File: src/rtl/types_pkg.sv
// Shared types for the nested interrupt controller: source configuration, index/priority
// widths, nesting depth and the dispatch FSM encoding.
package types_pkg;

  localparam int unsigned IntAmount  = 8;
  localparam int unsigned Priorities = 8;
  localparam int unsigned IdxWidth   = $clog2(IntAmount);
  localparam int unsigned PrioWidth  = $clog2(Priorities);
  localparam int unsigned DepthWidth = $clog2(Priorities + 1);

  typedef logic [IdxWidth-1:0]   IntIdx;
  typedef logic [PrioWidth-1:0]  IntPrio;
  typedef logic [DepthWidth-1:0] DepthT;

  typedef struct packed {
    IntPrio prio;
    logic   enabled;
    logic   pending;
  } int_config_t;

  typedef enum logic [1:0] {IDLE, REQ, CLEAR} dispatch_state_t;

  typedef struct packed {
    logic   found;
    IntIdx  idx;
    IntPrio prio;
  } arb_result_t;

endpackage

File: src/rtl/nclic_prio_stack.sv
// LIFO of saved running priorities; one entry per nesting level.
module nclic_prio_stack
  import types_pkg::*;
#(
  parameter int unsigned Depth  = 8,
  parameter int unsigned DepthW = $clog2(Depth + 1)
) (
  input  logic              clk,
  input  logic              rst_n,
  input  logic              push_i,
  input  logic              pop_i,
  input  IntPrio            data_i,
  output IntPrio            top_o,
  output logic [DepthW-1:0] depth_o,
  output logic              full_o,
  output logic              empty_o
);

  localparam int unsigned AddrW = (Depth > 1) ? $clog2(Depth) : 1;

  IntPrio            mem_q [Depth];
  logic [DepthW-1:0] cnt_q;
  logic [AddrW-1:0]  wr_addr;
  logic [AddrW-1:0]  rd_addr;

  assign full_o  = (cnt_q == DepthW'(Depth));
  assign empty_o = (cnt_q == '0);
  assign wr_addr = AddrW'(cnt_q);
  assign rd_addr = AddrW'(cnt_q - 1'b1);
  assign top_o   = empty_o ? '0 : mem_q[rd_addr];
  assign depth_o = cnt_q;

  // Overflowing pushes and underflowing pops leave the stack untouched.
  always_ff @(posedge clk or negedge rst_n) begin
    if (!rst_n) begin
      cnt_q <= '0;
      for (int unsigned i = 0; i < Depth; i++) begin
        mem_q[i] <= '0;
      end
    end else if (push_i && !full_o) begin
      mem_q[wr_addr] <= data_i;
      cnt_q          <= cnt_q + 1'b1;
    end else if (pop_i && !empty_o) begin
      cnt_q <= cnt_q - 1'b1;
    end
  end

endmodule

File: src/rtl/nclic_dispatch.sv
// Priority dispatch: picks the best eligible interrupt above the running priority,
// requests it from the core and tracks nesting on a threshold stack.
module nclic_dispatch
  import types_pkg::*;
#(
  parameter int unsigned IntAmount  = types_pkg::IntAmount,
  parameter int unsigned Priorities = types_pkg::Priorities
) (
  input  logic        clk,
  input  logic        rst_n,
  input  int_config_t int_config_i [IntAmount],
  output logic        req_o,
  output IntIdx       req_idx_o,
  output IntPrio      req_prio_o,
  input  logic        ack_i,
  input  logic        ret_i,
  output logic        clear_o,
  output IntIdx       clear_idx_o,
  output IntPrio      threshold_o,
  output DepthT       depth_o,
  output logic        error_o
);

  // Strict '>' while scanning upwards keeps the lowest index on a priority tie.
  function automatic arb_result_t arbitrate(input int_config_t cfg [IntAmount],
                                            input IntPrio thr);
    arb_result_t res;
    res = '0;
    for (int unsigned i = 0; i < IntAmount; i++) begin
      if (cfg[i].enabled && cfg[i].pending && (cfg[i].prio > thr) &&
          (!res.found || (cfg[i].prio > res.prio))) begin
        res.found = 1'b1;
        res.idx   = IntIdx'(i);
        res.prio  = cfg[i].prio;
      end
    end
    return res;
  endfunction

  dispatch_state_t state_q;
  logic            req_q, clear_q, error_q;
  IntIdx           req_idx_q, clear_idx_q;
  IntPrio          req_prio_q, threshold_q;

  arb_result_t win;
  logic        cur_ok;
  logic        push, pop;
  IntPrio      stack_top;
  logic        stack_full, stack_empty;

  assign win    = arbitrate(int_config_i, threshold_q);
  assign cur_ok = int_config_i[req_idx_q].enabled && int_config_i[req_idx_q].pending &&
                  (int_config_i[req_idx_q].prio > threshold_q);
  assign push   = (state_q == REQ) && ack_i;
  assign pop    = ret_i && !push && !stack_empty;

  nclic_prio_stack #(
    .Depth  (Priorities),
    .DepthW (DepthWidth)
  ) u_stack (
    .clk     (clk),
    .rst_n   (rst_n),
    .push_i  (push),
    .pop_i   (pop),
    .data_i  (threshold_q),
    .top_o   (stack_top),
    .depth_o (depth_o),
    .full_o  (stack_full),
    .empty_o (stack_empty)
  );

  always_ff @(posedge clk or negedge rst_n) begin
    if (!rst_n) begin
      state_q     <= IDLE;
      req_q       <= 1'b0;
      clear_q     <= 1'b0;
      error_q     <= 1'b0;
      req_idx_q   <= '0;
      req_prio_q  <= '0;
      clear_idx_q <= '0;
      threshold_q <= '0;
    end else begin
      clear_q <= 1'b0;
      error_q <= (ret_i && (push || stack_empty)) || (push && stack_full);
      if (push) begin
        threshold_q <= req_prio_q;
      end else if (pop) begin
        threshold_q <= stack_top;
      end
      case (state_q)
        IDLE: begin
          if (win.found) begin
            state_q    <= REQ;
            req_q      <= 1'b1;
            req_idx_q  <= win.idx;
            req_prio_q <= win.prio;
          end
        end
        REQ: begin
          if (ack_i) begin
            state_q     <= CLEAR;
            req_q       <= 1'b0;
            clear_q     <= 1'b1;
            clear_idx_q <= req_idx_q;
          end else if (!win.found) begin
            state_q <= IDLE;
            req_q   <= 1'b0;
          end else if ((win.prio > req_prio_q) || !cur_ok) begin
            // Only preempt for a strictly better winner, or if ours vanished.
            req_idx_q  <= win.idx;
            req_prio_q <= win.prio;
          end
        end
        CLEAR: state_q <= IDLE;
        default: begin
          state_q <= IDLE;
          req_q   <= 1'b0;
        end
      endcase
    end
  end

  assign req_o       = req_q;
  assign req_idx_o   = req_idx_q;
  assign req_prio_o  = req_prio_q;
  assign clear_o     = clear_q;
  assign clear_idx_o = clear_idx_q;
  assign threshold_o = threshold_q;
  assign error_o     = error_q;

endmodule

File: config.mk
export PLATFORM = sky130hd
export DESIGN_NAME = nclic_dispatch
export DESIGN_NICKNAME = d
export VERILOG_FILES = /design/src/rtl/types_pkg.sv /design/src/rtl/nclic_prio_stack.sv /design/src/rtl/nclic_dispatch.sv
export SDC_FILE = /design/constraint.sdc
export NUM_CORES = 1
export LEC_CHECK = 0
export CORE_ASPECT_RATIO = 0.9
export CORE_MARGIN = 2
export CORE_UTILIZATION = 55
export DETAILED_ROUTE_END_ITERATION = 8
export HOLD_SLACK_MARGIN = 0.03
export PLACE_DENSITY = 0.87
export SLEW_MARGIN = 20
export SYNTH_ARGS = -nofsm -noshare
export SYNTH_HDL_FRONTEND = slang
export SYNTH_HIERARCHICAL = 1
export SYNTH_SLANG_ARGS = --single-unit
File: constraint.sdc
create_clock -name clk -period 12.38 [get_ports clk]
set_input_delay 2.476 -clock clk [delete_from_list [all_inputs] [get_ports clk]]
set_output_delay 2.476 -clock clk [all_outputs]
set_load 0.02 [all_outputs]
==> metrics.yaml, run 1 <==
drv_slew: 0
overflow: 0
start_util_pct: 56.4
critical_path.startpoint_type: "input port"
rr_worst_depth: 67
synth_warnings: 6
fillers: 394
period_share_pct: 108
clock-sinks: 45
netlist_area_sq_mm: 0.00424
dp_slack_ps: -1560
fin_area_sq_mm: 0.00600
cpPeakStageDelay_ps: 330
tightest_slew_ps: 982
die_w_um: 96.5
areaGrowthSynthToFinish_pct: 41.6
cts_root_buf: "clkbuf_8"
end_kind: "register"
crit_cells: 67
drtIter0Drc: 401
instances_no_fill: 655
crit_arrival_ps: 13520
io_buffers: 62
avgSynthCellArea_sq_um: 9.87
die_h_um: 87.3
final-seq-area_sq_mm: 0.00113
cts_buffers: 5
ys_seq_area_share_pct: 26.6
cpLargestDelayFamily: "compound AO/OA/AOI/OAI gates"
synth_top_area_cell: "dfrtp_1"
grt_usage_pct: 32.6
ys_ff_latch: 45
worst-path-buf-inv: 6
ant_nets: 0
synthTopCellsByArea: "dfrtp_1, ha_1, mux2_2, mux4_2, o21ai_0"
hold_viol_final: 0
crit_top_cell: "a21o_1"
yosysTopAreaCellShare_pct: 26.6
rsz0062_at_grt: "true"
viasPerCell: 6.79
worst_ep_required_time_ps: 12580
nets: 655
worstPathMaxFanout: 6
fin_util_pct: 79.9
setup_ws_ps: -943
core_area_sq_mm: 0.00751
hold_path_class: "register to register"
ioPinCount: 63
cap_violations: 0
wire_per_inst_um: 22.3
critPathLaunch: "int_config_i[38]"
cp_slowest_cell: "a2111oi_2"
whs_path_depth: 1
fmax_mhz: 75.1
slew_headroom_pct: 34.5
clkLatencyLatePin_ps: 310
async_flop_share_pct: 100
period_needed_ps: 13320
grt_pass1_wl_um: 21100
power_mw: 1.27
syn_nets: 526
vdd_drop_max_mv: 0.144
grt_pass1_vias: 4386
gp_congestion: 0.950
synthCells: 429
placed_area_sq_mm: 0.00541
htree_levels: 2
p_leak_nw: 2.69
postCtsHoldBufs: 0
dr_total_vias: 4448
ys.flop_type: "dfrtp_1"
multi_input_area_sq_mm: 0.00335
cts_max_path_buffers: 2
antenna_found_initial: 0
placed_cells: 626
place_hpwl_um: 9350
setup_viol: 6
antenna-diode-count: 0
cellPowerDensity_mw_per_mm2: 211
drc: 0
clk_pin_slew_ps: 80
final_layout_size_suffix_gt1_share_pct: 39.7
routed_wirelength_um: 14600
row_count: 30
finalClockSkew_ps: 6.90
drt_first_pass_iters: 5
status: "complete, but fails checks"
fin_setup_tns_ps: -4930
cts_tree: "built"
reg2reg_from: "threshold_o[1]"
violations: "setup timing"
crit_type: "input port to register"
hp-start: "u_stack/mem_q[14]"
synth_edf_count: 0
holdWs_ps: 494
synthDistinctLibCells: 71
die-area_sq_mm: 0.00842
grt_start_max_net_pins: 46
[where the power goes]
part	internal (mW)	switching [mW]	leakage (nW)	total (mW)
logic	0.432	0.426	2.04	0.858
clock network	0.0658	0.0509	0.0585	0.117
registers	0.202	0.0903	0.585	0.293
total	0.700	0.567	2.69	1.27
[worst register-to-register path, delay by kind of cell, from the launching register on]
family | cells | cell delay (ps)
compound gates | 35 | 5800
fa+ha+maj | 9 | 2310
simple gates | 15 | 1740
buf+inv | 6 | 1000
mux | 2 | 600
flops | 1 | 580
[repair_timing]
| action | 4_1_cts | 5_1_grt |
|---|---|---|
| pin swaps | 31 | 32 |
| resized for setup | 50 | 39 |
| setup endpoints to repair | 6 | 6 |
| setup buffers | 13 | 8 |
[cell type report]
cell class                 instances  area share [%]
timing repair buffer             136            19.7
clock inverter                     1           0.501
sequential                        45            18.8
clock buffer                       7            1.44
inverter                          27            1.73
multi-input combinational        343            55.9
tap                               96            2.00
[layout by cell type, fill, tap and decap left out, drive strengths merged, types with 5 or more instances in the layout]
cell type	instances
buf	78
clkdlybuf4s50	56
ha	53
dfrtp	45
nor2	34
mux2	31
o21ai	31
nand2	27
inv	27
a21oi	18
mux4	13
nand3	13
a21o	12
nor2b	12
o21a	10
a31oi	9
mux2i	7
clkbuf	7
and2	7
and3	5
[Yosys cell counts (all sizes together), types with 2 or more instances]
cell type   n
or4         4
mux4       13
and2        7
nand4       3
o21ba       2
o221ai      2
o22ai       2
mux2i       7
ha         53
nor4        3
o31ai       2
dfrtp      45
o211a       3
nand2b      4
o211ai      3
o32ai       2
a22oi       2
inv        27
a21oi      18
nor3        4
buf         8
and3        5
a21o       12
a311o       2
a21boi      3
a31oi       9
nor2b      12
o21a       10
nand2      27
nor2       34
nand3      13
mux2       31
a221oi      3
clkbuf      6
a32oi       3
a31o        2
nand3b      2
o21ai      31
[state kept, by name (all words and copies together), names as in the netlist]
signal           flops
threshold_o          3
u_stack/depth_o      4
req_prio_o           3
clear_idx_o          3
clear_o              1
req_o                1
error_o              1
state_q              2
u_stack/mem_q       24
req_idx_o            3
[final timing paths]
path                            slack [ps]                 end
worst max-delay path                  -940       req_prio_o[0]
worst min-delay path                   490   u_stack/mem_q[14]
worst max register to register         250       req_prio_o[0]
worst min register to register         490   u_stack/mem_q[14]
max in group asynchronous             9450   u_stack/mem_q[22]
min in group asynchronous             2320  u_stack/depth_o[0]
[layer usage]
layer | vias up | global-route usage (%) | routed length [um]
li1 | 1886 | - | -
met1 | 2127 | 41.7 | 5560
met2 | 331 | 54.5 | 6920
met3 | 104 | 6.75 | 1310
met4 | 0 | 12.2 | 831
met5 | - | 0 | 0
[kinds of logic (layout without fill, tap and decap cells)]
kind of cell / count (synthesis) / in the layout / share of synthesized area, %
compound gates: 119 / 119 / 21.1
simple gates: 119 / 119 / 15.0
fa+ha+maj: 53 / 53 / 15.7
mux: 51 / 51 / 17.1
flops: 45 / 45 / 26.6
buf+inv: 41 / 171 / 4.40
xor+xnor: 1 / 1 / 0.207
Note: power is estimated with default switching activity, not from simulation.
==> run 2: changes to the inputs <==
--- a/config.mk
+++ b/config.mk
@@ -5,6 +5,7 @@
 export SDC_FILE = /design/constraint.sdc
 export NUM_CORES = 1
 export LEC_CHECK = 0
+export ABC_CLOCK_PERIOD_IN_PS = 12380
 export CORE_ASPECT_RATIO = 0.9
 export CORE_MARGIN = 2
 export CORE_UTILIZATION = 55
==> results of run 2 <==
The final DEF is identical to that of run 1; final timing and power are the same.
